### src/rtl/keypad_entry_ctrl_pkg.sv
// keypad_ctrl_pkg: shared types and constants for the keypad entry controller.
//   state_t    : entry FSM states (IDLE, ENTRY, SHOW)
//   KEY_*      : key codes beyond the digits 0-9
//   KEY_W      : scanner key vector width {hash, asterisk, numbers}
//   NUM_DIGITS : display digit count
//   digit_mask : mask with the low n display digits enabled
package keypad_ctrl_pkg;
    typedef enum logic [1:0] {IDLE, ENTRY, SHOW} state_t;
    localparam logic [3:0] KEY_STAR = 4'd10;
    localparam logic [3:0] KEY_HASH = 4'd11;
    localparam logic [3:0] KEY_NONE = 4'd15;
    localparam int KEY_W = 12;
    localparam int NUM_DIGITS = 4;
    function automatic logic [3:0] digit_mask(input logic [2:0] n);
        return 4'((5'd1 << n) - 5'd1);
    endfunction
endpackage

### src/rtl/key_debounce.sv
// key_debounce: synchronise and debounce a key level vector, emit one event per clean single-key press.
//   gclk, rst_n : clock, asynchronous active-low reset
//   keys        : raw scanner levels
//   key_evt     : one-cycle pulse on an accepted single-key press
//   key_code    : index of the pressed key while key_evt is high, else KEY_NONE
module key_debounce
    import keypad_ctrl_pkg::*;
#(
    parameter int DEBOUNCE_CYCLES = 2048,
    parameter int WIDTH = 12
) (
    input  logic             gclk,
    input  logic             rst_n,
    input  logic [WIDTH-1:0] keys,
    output logic             key_evt,
    output logic [3:0]       key_code
);
    localparam int CW = $clog2(DEBOUNCE_CYCLES);
    logic [WIDTH-1:0] s1, s2, cand, acc;
    logic [CW-1:0] cnt;
    logic armed, stable;
    logic [3:0] enc;
    assign stable = (s2 == cand) && (cnt == CW'(DEBOUNCE_CYCLES - 1));
    always_comb begin
        enc = KEY_NONE;
        for (int i = 0; i < WIDTH; i++)
            if (cand[i]) enc = 4'(i);
    end
    // armed stays low until an all-released vector has been seen stable, so a
    // key held through reset release is absorbed without producing an event
    always_ff @(posedge gclk or negedge rst_n) begin
        if (!rst_n) begin
            s1 <= '0;
            s2 <= '0;
            cand <= '0;
            acc <= '0;
            cnt <= '0;
            armed <= 1'b0;
            key_evt <= 1'b0;
            key_code <= KEY_NONE;
        end else begin
            s1 <= keys;
            s2 <= s1;
            key_evt <= 1'b0;
            key_code <= KEY_NONE;
            if (s2 != cand) begin
                cand <= s2;
                cnt <= '0;
            end else if (!stable) begin
                cnt <= cnt + 1'b1;
            end else if (cand != acc) begin
                acc <= cand;
                if (armed && acc == '0 && $onehot(cand)) begin
                    key_evt <= 1'b1;
                    key_code <= enc;
                end
            end
            if (stable && cand == '0 && s1 == '0) armed <= 1'b1;
        end
    end
endmodule

### src/rtl/keypad_entry_ctrl.sv
// keypad_entry_ctrl: keypad digit entry FSM driving a 4-digit 7-segment display.
//   gclk, rst_n        : clock, asynchronous active-low reset
//   numbers/asterisk/hash : scanner key levels
//   hexx/mask/points   : display BCD nibbles, digit enables, decimal points
//   value/value_valid  : last confirmed BCD value and its one-cycle update pulse
// Optional: define KEYPAD_TIMEOUT_EN to auto-clear an idle entry after TIMEOUT_CYCLES.
module keypad_entry_ctrl
    import keypad_ctrl_pkg::*;
#(
    parameter int DEBOUNCE_CYCLES = 2048,
    parameter int HOLD_CYCLES = 24000000,
    parameter int TIMEOUT_CYCLES = 240000000
) (
    input  logic        gclk,
    input  logic        rst_n,
    input  logic [9:0]  numbers,
    input  logic        asterisk,
    input  logic        hash,
    output logic [15:0] hexx,
    output logic [3:0]  mask,
    output logic [3:0]  points,
    output logic [15:0] value,
    output logic        value_valid
);
    localparam int HW = $clog2(HOLD_CYCLES + 1);
    state_t state, state_nxt;
    logic [2:0] count, count_nxt;
    logic [15:0] hexx_nxt, value_nxt;
    logic [3:0] mask_nxt, points_nxt;
    logic vv_nxt, key_evt, is_dig, full;
    logic [3:0] key_code;
    logic [HW-1:0] hold, hold_nxt;
`ifdef KEYPAD_TIMEOUT_EN
    localparam int TW = $clog2(TIMEOUT_CYCLES + 1);
    logic [TW-1:0] to_cnt, to_nxt;
`endif
    key_debounce #(.DEBOUNCE_CYCLES(DEBOUNCE_CYCLES), .WIDTH(KEY_W)) u_debounce (
        .gclk(gclk),
        .rst_n(rst_n),
        .keys({hash, asterisk, numbers}),
        .key_evt(key_evt),
        .key_code(key_code)
    );
    assign is_dig = key_code < 4'd10;
    assign full = count == 3'(NUM_DIGITS);
    always_comb begin
        state_nxt = state;
        count_nxt = count;
        hexx_nxt = hexx;
        mask_nxt = mask;
        points_nxt = points;
        value_nxt = value;
        vv_nxt = 1'b0;
        hold_nxt = hold;
`ifdef KEYPAD_TIMEOUT_EN
        to_nxt = (state != ENTRY || key_evt) ? TW'(TIMEOUT_CYCLES - 1) : to_cnt - 1'b1;
`endif
        case (state)
            IDLE: begin
                if (key_evt && is_dig) begin
                    hexx_nxt = {12'h000, key_code};
                    count_nxt = 3'd1;
                    state_nxt = ENTRY;
                end
            end
            ENTRY: begin
                if (key_evt && is_dig && !full) begin
                    hexx_nxt = {hexx[11:0], key_code};
                    count_nxt = count + 3'd1;
                end else if (key_evt && key_code == KEY_STAR) begin
                    hexx_nxt = {4'h0, hexx[15:4]};
                    count_nxt = count - 3'd1;
                    state_nxt = (count == 3'd1) ? IDLE : ENTRY;
                end else if (key_evt && key_code == KEY_HASH) begin
                    value_nxt = hexx;
                    vv_nxt = 1'b1;
                    hold_nxt = HW'(HOLD_CYCLES - 1);
                    state_nxt = SHOW;
`ifdef KEYPAD_TIMEOUT_EN
                end else if (!key_evt && to_cnt == '0) begin
                    hexx_nxt = '0;
                    count_nxt = '0;
                    state_nxt = IDLE;
`endif
                end
            end
            SHOW: begin
                if (hold == '0) begin
                    hexx_nxt = '0;
                    count_nxt = '0;
                    state_nxt = IDLE;
                end else begin
                    hold_nxt = hold - 1'b1;
                end
            end
            default: state_nxt = IDLE;
        endcase
        // mask and points follow the digit count outside SHOW; SHOW freezes the
        // mask and lights every point from the confirming cycle onward
        if (state_nxt != SHOW) begin
            mask_nxt = digit_mask(count_nxt);
            points_nxt = {3'b000, count_nxt == 3'(NUM_DIGITS)};
        end else if (state != SHOW) begin
            points_nxt = 4'hF;
        end
    end
    always_ff @(posedge gclk or negedge rst_n) begin
        if (!rst_n) begin
            state <= IDLE;
            count <= '0;
            hexx <= '0;
            mask <= '0;
            points <= '0;
            value <= '0;
            value_valid <= 1'b0;
            hold <= '0;
`ifdef KEYPAD_TIMEOUT_EN
            to_cnt <= '0;
`endif
        end else begin
            state <= state_nxt;
            count <= count_nxt;
            hexx <= hexx_nxt;
            mask <= mask_nxt;
            points <= points_nxt;
            value <= value_nxt;
            value_valid <= vv_nxt;
            hold <= hold_nxt;
`ifdef KEYPAD_TIMEOUT_EN
            to_cnt <= to_nxt;
`endif
        end
    end
endmodule

### config.mk
export PLATFORM = sky130hd
export DESIGN_NAME = keypad_entry_ctrl
export DESIGN_NICKNAME = d
export VERILOG_FILES = /design/src/rtl/keypad_entry_ctrl_pkg.sv /design/src/rtl/key_debounce.sv /design/src/rtl/keypad_entry_ctrl.sv
export SDC_FILE = /design/constraint.sdc
export NUM_CORES = 1
export LEC_CHECK = 0
export BUFFER_PORTS_ARGS = -buffer_cell sky130_fd_sc_hd__buf_2
export CAP_MARGIN = 0
export CORE_MARGIN = 2
export CORE_UTILIZATION = 41
export DETAILED_ROUTE_END_ITERATION = 8
export HOLD_SLACK_MARGIN = 0.05
export PLACE_DENSITY = 0.61
export SYNTH_ARGS = -nofsm -noshare
export SYNTH_HDL_FRONTEND = slang
export SYNTH_SLANG_ARGS = --single-unit
### constraint.sdc
create_clock -name gclk -period 5.03 [get_ports gclk]
set_input_delay 1.006 -clock gclk [delete_from_list [all_inputs] [get_ports gclk]]
set_output_delay 1.006 -clock gclk [all_outputs]
set_load 0.03 [all_outputs]
; Yosys cells after proc, flatten, opt, wreduce, memory -nomap -nowiden
; Cells that the tools add are included.
; Widths: inputs -> output; s select.
[word_totals]
register_bits = 136
mem_bits_rw = 0
rom_bits = 0
in_bits = 14
latchBits = 0
n_memories = 0
[classes]
magnitude_cmp = 1
eq_ne = 22
mux = 50
div_mod_pow = 0
reduce_logical = 22
multipliers = 0
bitwise = 3
addsub = 16
shifts = 1
[ops]
columns = cell, count
row1 = $mux 25, 4
row2 = $mux 4, 18
row3 = $mux 16, 4
row4 = $pmux 25 s2, 1
row5 = $pmux 16 s3, 1
row6 = $logic_not 12->1, 3
row7 = $logic_not 25->1, 1
row8 = $sub 25x1->25 const B, 1
row9 = $ne 12x12->1, 2
row10 = $mux 11, 2
row11 = $add 4x4->4, 5
row12 = $ne 2x2->1 const B, 9
row13 = $add 1x1->2, 6
row14 = $eq 12x12->1, 1
row15 = $mux 3, 4
row16 = $add 11x1->11 const B, 1
row17 = $eq 11x11->1 const B, 1
row18 = $mux 2, 5
row19 = $logic_and 1x1->1, 9
row20 = $mux 1, 9
row21 = $pmux 3 s3, 1
row22 = $eq 4x4->1 const B, 2
row23 = $reduce_and 4->1, 2
row24 = $eq 3x3->1 const B, 2
row25 = 18 further kinds, 21

; Logic depth before layout (Yosys ltp)
[logic_depth]
ltp_word = 16
ltp_mapped = 15
ltp_nobuf = 15

; By module
; Synthesis repeated with hierarchy kept, for this count alone.
[unflattened]
cells_unflattened = 618
hier_area_um2 = 6560.0
[by_module_without_submodules]
columns = mod, area_per_inst_um2, seq_area_each_um2, cells_per_inst, instances
row1 = keypad_entry_ctrl, 3510.9, 1726.7, 364, 1
row2 = key_debounce, 3049.2, 1631.6, 254, 1

; Worst setup path after synthesis
; Ideal clock, no wire load.
[synth_timing]
kind = reg2reg
startpoint = register u_debounce.cand[2]
endpoint = register u_debounce.key_code[1]
period_less_slack_ns = 3.995
t_arrival_ns = 3.894
required_time_ns = 4.929
n_path_buf = 0
stages_incl_launch_ff = 16
slack_ns = 1.035
path_cell_list = dfrtp_1 -> inv_1 -> ha_1 -> inv_1 -> fa_1 -> fa_1 -> inv_1 -> fa_1 -> ha_1 -> inv_1 -> fa_1 -> nand2_1 -> nor4_1 -> nand3_1 -> nor4b_4 -> o311ai_1
[synth_between]
elab_chain_len = 14
word_cells_on_any_way = 24
classes_between = add/sub (4) / eq/ne (4) / mux (14) / reduce/logical (2)
[synth_lines]
columns = item, line
row1 = start: declaration, key_debounce.sv:19  ; logic [WIDTH-1:0] s1, s2, cand, acc;
row2 = start signal: assignment, key_debounce.sv:35  ; cand <= '0;
row3 = start signal: assignment, key_debounce.sv:47  ; cand <= s2;
row4 = "parallel branches: the longest is 13 deep, another holds $add 4x4->4", -
row5 = $mux 4 (*), key_debounce.sv:46  ; if (s2 != cand) begin
row6 = end signal: assignment, key_debounce.sv:55  ; key_code <= enc;
row7 = end: declaration, key_debounce.sv:16  ; output logic [3:0] key_code
; Mark *: on every way between the ends.
; A chain may end at the register's enable or synchronous reset.

; Final worst setup path
[layout_timing]
startpoint = register u_debounce.cand[3]
endpoint = register u_debounce.key_code[1]
[layout_between]
elab_chain_len = 13
word_cells_on_any_way = 23
classes_between = add/sub (4) / eq/ne (4) / mux (13) / reduce/logical (2)
[layout_lines]
columns = item, line
row1 = "parallel branches: the longest is 12 deep, another holds $add 4x4->4", -
row2 = $mux 4 (*), key_debounce.sv:46
; Marked as above.

==> results by group <==
Routing
  • Vias after detailed routing: 4,526
  • Drt pass-1 iters: 4
  • Initial DRC count: 271
  • Vias per std cell: around 5
  • WL per Instance: 15.4 um
  • Routed Wire Length: 13.5 mm
  • DRC violations left: 0
  • DRT antenna net count: 0

STA
  • Minimum clock period: between 4 and 5 ns
  • Final setup viols: 0
  • Final Worst Setup Slack: 0.739 ns
  • RSZ-0062 raised after global routing: no
  • Fin. Hold Viols: 0
  • Period utilisation layout: 85.3%
  • Peak Freq: 233 MHz
  • Slew HR: 26.4%
  • Worst-margin pin slew: roughly 1.1 ns
  • Slew Viols, Final: 0
  • Final TNS setup: 0 ns
  • Worst Skew: 0.00862 ns
  • Fin Hold WS: 0.376 ns

Placement
  • Port bufs: between 50 and 60
  • Final Wtd Congestion: 0.924
  • DP HPWL: just under 10 mm
  • Pre-CTS setup slack: 0.724 ns

Global route
  • Initial antenna violation count: 0
  • GRT overflow: 0
  • Largest net degree at the start of global routing: 61
  • Vias in the first global route: 4,527
  • First-pass GRT wire length: 22.5 mm
  • Gr usage total: 17.2%

Setup path
  • Reg2Reg Setup Slack: 0.74 ns
  • Stages on the worst setup path: 15
  • Worst EP required: 5.35 ns
  • Critical path cell sequence: inv_1 -> ha_1 -> inv_1 -> fa_1 -> fa_1 -> inv_1 -> fa_1 -> ha_1 -> inv_1 -> fa_1 -> nand2_1 -> nor4_1 -> nand3_1 -> nor4b_4 -> o311ai_1
  • Critical Path Slowest Stage Cell: fa_1
  • CP Buf/Inv Count: 4
  • Worst Path Arrival: around 4.6 ns
  • Max stage delay on crit path: approximately 0.52 ns
  • Setup CP Type: flop to flop
  • CP endpoint kind: flop
  • Worst-case reg-to-reg path depth: 15
  • Worst setup SP type: flop
  • CP delay by family, top: adder cells
  • Maximum fanout along the worst path: 5

Yosys
  • Netlist cell types: 67
  • Syn avg cell area: 10.9 um2
  • Share of the synthesized area in the top cell type: 49.2%
  • Cell count after synthesis: about 610
  • Complex-gate fraction of the synthesized area: 7.90%
  • Asr flop ratio synth: 100%
  • Ys Warns: 0
  • Simple-gate area share of the yosys netlist: about 17%
  • Synth area leaders: dfrtp_1, xor2_1, ha_1
  • Post-synthesis sequential area ratio: roughly half
  • Post-synthesis adder-cell area fraction: 7.61%
  • Mapped Nets: around 660
  • Post-synthesis register bit count: 134
  • Largest family of logic cells by synthesized area: simple AND/OR/NAND/NOR gates
  • Netlist Area Pre-Place: 0.00661 mm2
  • Xor and xnor fraction of the mapped netlist area: 6.50%
  • Most used DFF post-synth: dfrtp_1
  • Post-synth EDFFs: 0
  • Post-synth top area cell: dfrtp_1
  • Mux share of post-synthesis cell area: under 10%

Clocking
  • CTS tree: yes
  • Worst skew pair latency: 0.42 ns
  • Cts hold-fix bufs: 0
  • Post-CTS setup buffers: 0
  • Clk slew on worst S/H paths: ~0.060 ns
  • Clock sinks: 134
  • Maximum level of the CTS H-tree: 4
  • CTS max path bufs: 2
  • Cts bufs inserted: 17
  • Root Buffer Master: clkbuf_16
  • Post-CTS sizing: 0

Floorplan
  • Cell Rows: 46
  • Top Ports: 55
  • Initial core utilization: 41.7%
  • Die extent in y: 131 um
  • Core Area: 0.0158 mm2
  • Die area: 0.0171 mm2
  • Die width: 131 um

Flow run
  • Max-cap viol count: 0

Final layout
  • Most frequent cells in the layout: dfrtp_1, nand2_1, buf_2
  • Fraction of layout cells with a size suffix above 1: 20.1%
  • Area Growth Syn to Fin: 14.7%
  • Commonest non-fill, non-tap cell in the layout: dfrtp_1
  • Fin nets: 700
  • Ant. Diodes: 0

Min path
  • Hold Path Stages: 0
  • Worst Hold Class: flop to flop

Power
  • Leakage power: about 0.0038 uW
  • P per Cell Area: 322 mW/mm2
  • Worst vdd ir: 0.296 mV

Outcome
  • Outcome: finished clean
## metrics by stage
stage                     util, %  cells  cell area (um2)  total power (uW)
after floorplan                 -    606             6610              1230
after global placement       44.3    847             7020              1280
after detailed placement     44.3    847             7020              1290
after CTS                    47.9    879             7570              2480
after global routing         47.9    879             7570              2550
final                        47.9    879             7570              2440
## cell families (layout without fill, tap and decap cells)
family          count (synthesis)  count (layout)
fa+ha+maj                      36              36
buf+inv                        71             128
xor+xnor                       49              49
flops                         134             134
mux                            32              32
simple gates                  210             210
compound gates                 74              74
## flip-flops by register name, summed over array words and instances, names as in the netlist
| name | cells |
|---|---|
| points | 2 |
| mask | 4 |
| u_debounce.s2 | 12 |
| u_debounce.cand | 12 |
| u_debounce.key_evt | 1 |
| value_valid | 1 |
| hold | 25 |
| u_debounce.cnt | 11 |
| count | 3 |
| value | 16 |
| hexx | 16 |
| u_debounce.key_code | 4 |
| u_debounce.acc | 12 |
| state | 2 |
| u_debounce.s1 | 12 |
| u_debounce.armed | 1 |
## power by group
group | internal, uW | total [uW] | switching [uW] | leakage, uW
clock | 651 | 1170 | 518 | 0.000276
sequential | 1090 | 1110 | 16.1 | 0.00178
combinational | 65.8 | 159 | 92.8 | 0.00171
## cell usage after synthesis, types with 8 or more instances
master / instances
mux2i_1: 8
nand4_1: 12
inv_1: 40
nor3_1: 13
ha_1: 29
nor4_1: 15
mux2_2: 21
a21oi_1: 13
xor2_1: 42
clkbuf_1: 20
dfrtp_1: 130
nand2_1: 54
nand3_1: 17
nor2_1: 53
o21ai_0: 16
a221oi_1: 8
## per-layer routing
layer / global-route usage (%) / vias up / part of all wire [%]
li1: - / 2183 / -
met1: 21.7 / 2241 / 45
met2: 28.3 / 81 / 50
met3: 4.32 / 21 / 3.0
met4: 7.45 / 0 / 1.8
met5: 0 / - / 0
## layout make-up
class / count / area (um2)
Inverter: 40 / 150
Sequential cell: 134 / 3360
Fill cell: 1442 / 8250
Timing Repair Buffer: 56 / 288
Tap cell: 216 / 270
Clock inverter: 15 / 130
Multi-Input combinational cell: 401 / 2950
Clock buffer: 17 / 425
## worst paths after layout
path	from	to
max in group asynchronous	rst_n	hold[11]
max	u_debounce.cand[3]	u_debounce.key_code[1]
max reg2reg	u_debounce.cand[3]	u_debounce.key_code[1]
min in group asynchronous	rst_n	hold[20]
min reg2reg	u_debounce.s1[10]	u_debounce.s2[10]
min	u_debounce.s1[10]	u_debounce.s2[10]
Power figures use the tool's default switching activity.
